**config.mk**
```make
export PLATFORM = sky130hd
export DESIGN_NAME = crc_serial_lfsr
export DESIGN_NICKNAME = d
export VERILOG_FILES = /design/src/rtl/crc_pkg.sv /design/src/rtl/crc_serial_lfsr.sv
export SDC_FILE = /design/constraint.sdc
export NUM_CORES = 1
export LEC_CHECK = 0
export BUFFER_PORTS_ARGS = -buffer_cell sky130_fd_sc_hd__buf_2
export CAP_MARGIN = 20
export CELL_PAD_IN_SITES_DETAIL_PLACEMENT = 0
export CELL_PAD_IN_SITES_GLOBAL_PLACEMENT = 1
export CORE_AREA = 2 2 42 59
export DETAILED_ROUTE_END_ITERATION = 16
export DIE_AREA = 0 0 44 61
export GPL_TIMING_DRIVEN = 0
export MAX_ROUTING_LAYER = met4
export PLACE_DENSITY_LB_ADDON = 0.1
export SYNTH_ARGS = -nofsm -noshare
export SYNTH_HDL_FRONTEND = slang
export SYNTH_SLANG_ARGS = --single-unit
```
**constraint.sdc**
```tcl
create_clock -name CLK -period 0.9 [get_ports CLK]
set_input_delay 0.09 -clock CLK [delete_from_list [all_inputs] [get_ports CLK]]
set_output_delay 0.09 -clock CLK [all_outputs]
set_load 0.05 [all_outputs]
```
**src/rtl/crc_pkg.sv**
```systemverilog
// rtl/crc_pkg.sv - shared CRC types, constants and the one-bit division step
package crc_pkg;

  localparam int CRC_W = 16;
  localparam logic [CRC_W-1:0] CRC16_POLY_DEFAULT = 16'h1021;

  typedef enum logic [1:0] {
    IDLE,
    SHIFT_DATA,
    SHIFT_CRC,
    DONE
  } chk_state_t;

  // One MSB-first division step: shift the bit in, fold the polynomial back on carry-out
  function automatic logic [CRC_W-1:0] crc_step(
    input logic [CRC_W-1:0] r,
    input logic             b,
    input logic [CRC_W-1:0] poly
  );
    return {r[CRC_W-2:0], b} ^ (r[CRC_W-1] ? poly : '0);
  endfunction

endpackage

```
**src/rtl/crc_serial_lfsr.sv**
```systemverilog
// rtl/crc_serial_lfsr.sv - serial CRC division engine shared by generator and checker
module crc_serial_lfsr
  import crc_pkg::*;
#(
  parameter logic [CRC_W-1:0] POLY = CRC16_POLY_DEFAULT,
  parameter logic [CRC_W-1:0] INIT = '0
) (
  input  logic             CLK,
  input  logic             RESET_N,
  input  logic             load,
  input  logic             en,
  input  logic             bit_in,
  output logic [CRC_W-1:0] state
);

  // Remainder register: reload to INIT per word, otherwise one division step per enabled bit
  always_ff @(posedge CLK or negedge RESET_N) begin
    if (!RESET_N)  state <= INIT;
    else if (load) state <= INIT;
    else if (en)   state <= crc_step(state, bit_in, POLY);
  end

endmodule

```
==> results by group <==
Run status
  – Status: complete, but fails checks
  – Failing checks: setup timing

Placed design
  – HPWL after DPL: 900.7 um
  – GPL Wtd Cong: 0.6150
  – IO buf count: 18

Routing
  – Via density: 4.612
  – Post-DRT Antenna Nets: 0
  – Drt drc: 0
  – Per-cell routed wire length: 12.83 um
  – Via count: 535
  – Drt first pass iters: 4
  – Met2 wire length: 792 um
  – Top routing layer used: met4
  – Total Wirelength: 1488 um
  – DRT iter0 DRCs: 4
  – Met3 wire length: 51 um
  – M1 WL: 627 um

Pwr
  – Maximum resistive drop on vdd: 931.9 uV
  – PwrDens: 1200 mW/mm^2
  – P_leak: 0.5482 nW

Timing
  – Final worst path period share: 1.144
  – Rel. slew slack: 0.7602
  – Setup TNS: -1064 ps
  – Slew @ Worst Pin: 359.7 ps
  – Pins Over Slew Limit: 0
  – Fin crit period: 1030 ps
  – Hold slack: 67.24 ps
  – RSZ-0062 raised after global routing: yes
  – Final setup violating endpoints: 20
  – Setup slack after layout: -129.6 ps
  – Final Hold Viols: 0
  – FMAX: 971.2 MHz
  – Max Clock Skew: 0.9233 ps

Synthesis
  – Synth top area cells: dfrtp_1 (57%), mux2i_1 (19%), nor2_1 (7.5%)
  – Cell count after synthesis: 55
  – Post-synthesis sequential area ratio: 0.5714
  – #FFs+latches synth: 16
  – Mapped Area: 700.7 sq um
  – Largest area contributor in the netlist: dfrtp_1
  – Syn Area/Cell: 12.74 sq um
  – Syn nets: 60
  – Netlist cell types: 10
  – Area share of the largest cell type after synthesis: 0.5714
  – Yosys warns: 0

Setup path
  – Crit end category: output pin
  – Reg2Reg Capture Point: state[12]
  – Req. time, crit path: 810 ps
  – Critical path launch point type: flip-flop
  – Critical Path Sink: state[15]
  – Slowest stage delay, CP: 500 ps
  – Worst r2r path cells: 3
  – Gate family responsible for the most delay along the worst path: flip-flops
  – Reg2reg setup slack: -120 ps
  – CP Launch Point: state[15]
  – Crit path max fanout: 3
  – CP bufs+invs: 1
  – Crit path max-delay cell type: dfrtp_4
  – CP Depth: 1
  – Critical path cell sequence: buf_6
  – Critical path class: reg -> out
  – Arrival time at the worst endpoint: 940 ps
  – Reg-to-reg critical path startpoint: state[15]

Job
  – Max Cap Viol: 0

Clock network
  – CTS buffer count: 3
  – Worst-skew pair later-pin latency: 280 ps
  – CTS max path bufs: 2
  – H-Tree Level Count: 1
  – Clock slew at reported path FFs: 90 ps
  – CTS tree: done
  – CTS Sinks: 16
  – Root Buffer: clkbuf_4

Floorplan
  – Core footprint: 0.002152 sq mm
  – Vert. Die Dim: 61 um
  – Die Wd: 44 um
  – FP Rows: 20
  – Die area: 0.002684 sq mm
  – Initial Util: 0.3256
  – Ports: 21

Finish
  – Nets: 100
  – Largest Register: state
  – Commonest non-fill, non-tap cell in the layout: buf_6
  – P&R area growth vs syn: 61.79%
  – Top flop regs: state: 16 flops
  – Antenna diode count: 0
  – Most frequent cells in the layout: buf_6 (21), nor2_1 (14), dfrtp_2 (14)
  – Max reg flops: 16
  – Fraction of layout cells with a size suffix above 1: 0.6809

Hold path
  – Hold/Removal Path Class: in -> reg
  – Hold Path Stages: 2

Global routing
  – Total GRT Usage: 0.1381
  – First-pass GRT wire length: 2553 um
  – Antenna violations before repair: 0
  – Number of global-route vias before repair: 572
  – Global route total overflow: 0
  – Largest net degree at the start of global routing: 17
-- through the flow --
| stage | power, mW | cell area (sq um) | cells | setup slack, ps | util |
|---|---|---|---|---|---|
| after global placement | 0.9464 | 862.1 | 95 | -19.94 | 0.4006 |
| after detailed placement | 0.9471 | 862.1 | 95 | -19.82 | 0.4006 |
| final | 1.361 | 1134 | 116 | -129.6 | 0.5267 |
| after floorplan | 0.8966 | 744.5 | 55 | -87.89 | - |
| after global routing | 1.429 | 1134 | 116 | -168.4 | 0.5267 |
| after CTS | 1.388 | 1119 | 116 | -137.7 | 0.5198 |
-- routing by layer --
| metal | vias to the layer above | GRT usage |
|---|---|---|
| li1 | 264 | - |
| met1 | 258 | 0.1626 |
| met2 | 11 | 0.2185 |
| met3 | 2 | 0.01786 |
| met4 | 0 | 0.09091 |
| met5 | - | - |
-- power by group --
part / leakage, nW / switching (mW) / internal (mW)
Sequential: 0.196 / 0.0121 / 0.735
Clock: 0.0150 / 0.209 / 0.172
Combinational: 0.337 / 0.132 / 0.100
-- layout make-up --
class | instances | area [sq um]
Sequential cell | 16 | 421.7
Buffer | 4 | 41.29
Tap cell | 22 | 27.53
Clock buffer | 4 | 26.28
Multi-Input combinational cell | 35 | 281.5
Timing Repair Buffer | 35 | 335.3
Fill cell | 203 | 1018
-- Yosys cell counts, drive strengths merged --
cell type and n:
buf 3, a211oi 3, nor2 16, xnor2 3, dfrtp 16, clkbuf 1, mux2i 13
-- worst min-delay path by stage --
stage	startpoint	endpoint	slack [ps]
2_1_floorplan	RESET_N	state[0]	-210
3_3_place_gp	RESET_N	state[12]	30
3_5_place_dp	RESET_N	state[12]	20
4_1_cts	load	state[5]	60
5_1_grt	load	state[0]	80
6_report	load	state[0]	70
-- timing repair --
| action | CTS | global route |
|---|---|---|
| pin swaps | 0 | 2 |
| buffers inserted | 16 | 0 |
| gates resized for setup | 32 | 4 |
| hold endpoints to repair | 16 | 0 |
| endpoints found under the setup margin | 19 | 23 |
| hold buffers | 1 | 0 |
-- kinds of logic after synthesis --
logic type	Yosys count	share of synthesized area
xor gates and xnor gates	3	0.03751
DFF	16	0.5714
buffers and inverters	4	0.05891
muxes	13	0.1857
and+or+nand+nor	16	0.09285
AOI/OAI and AO/OA	3	0.05358
No activity file was read; power rests on OpenSTA's default activity.
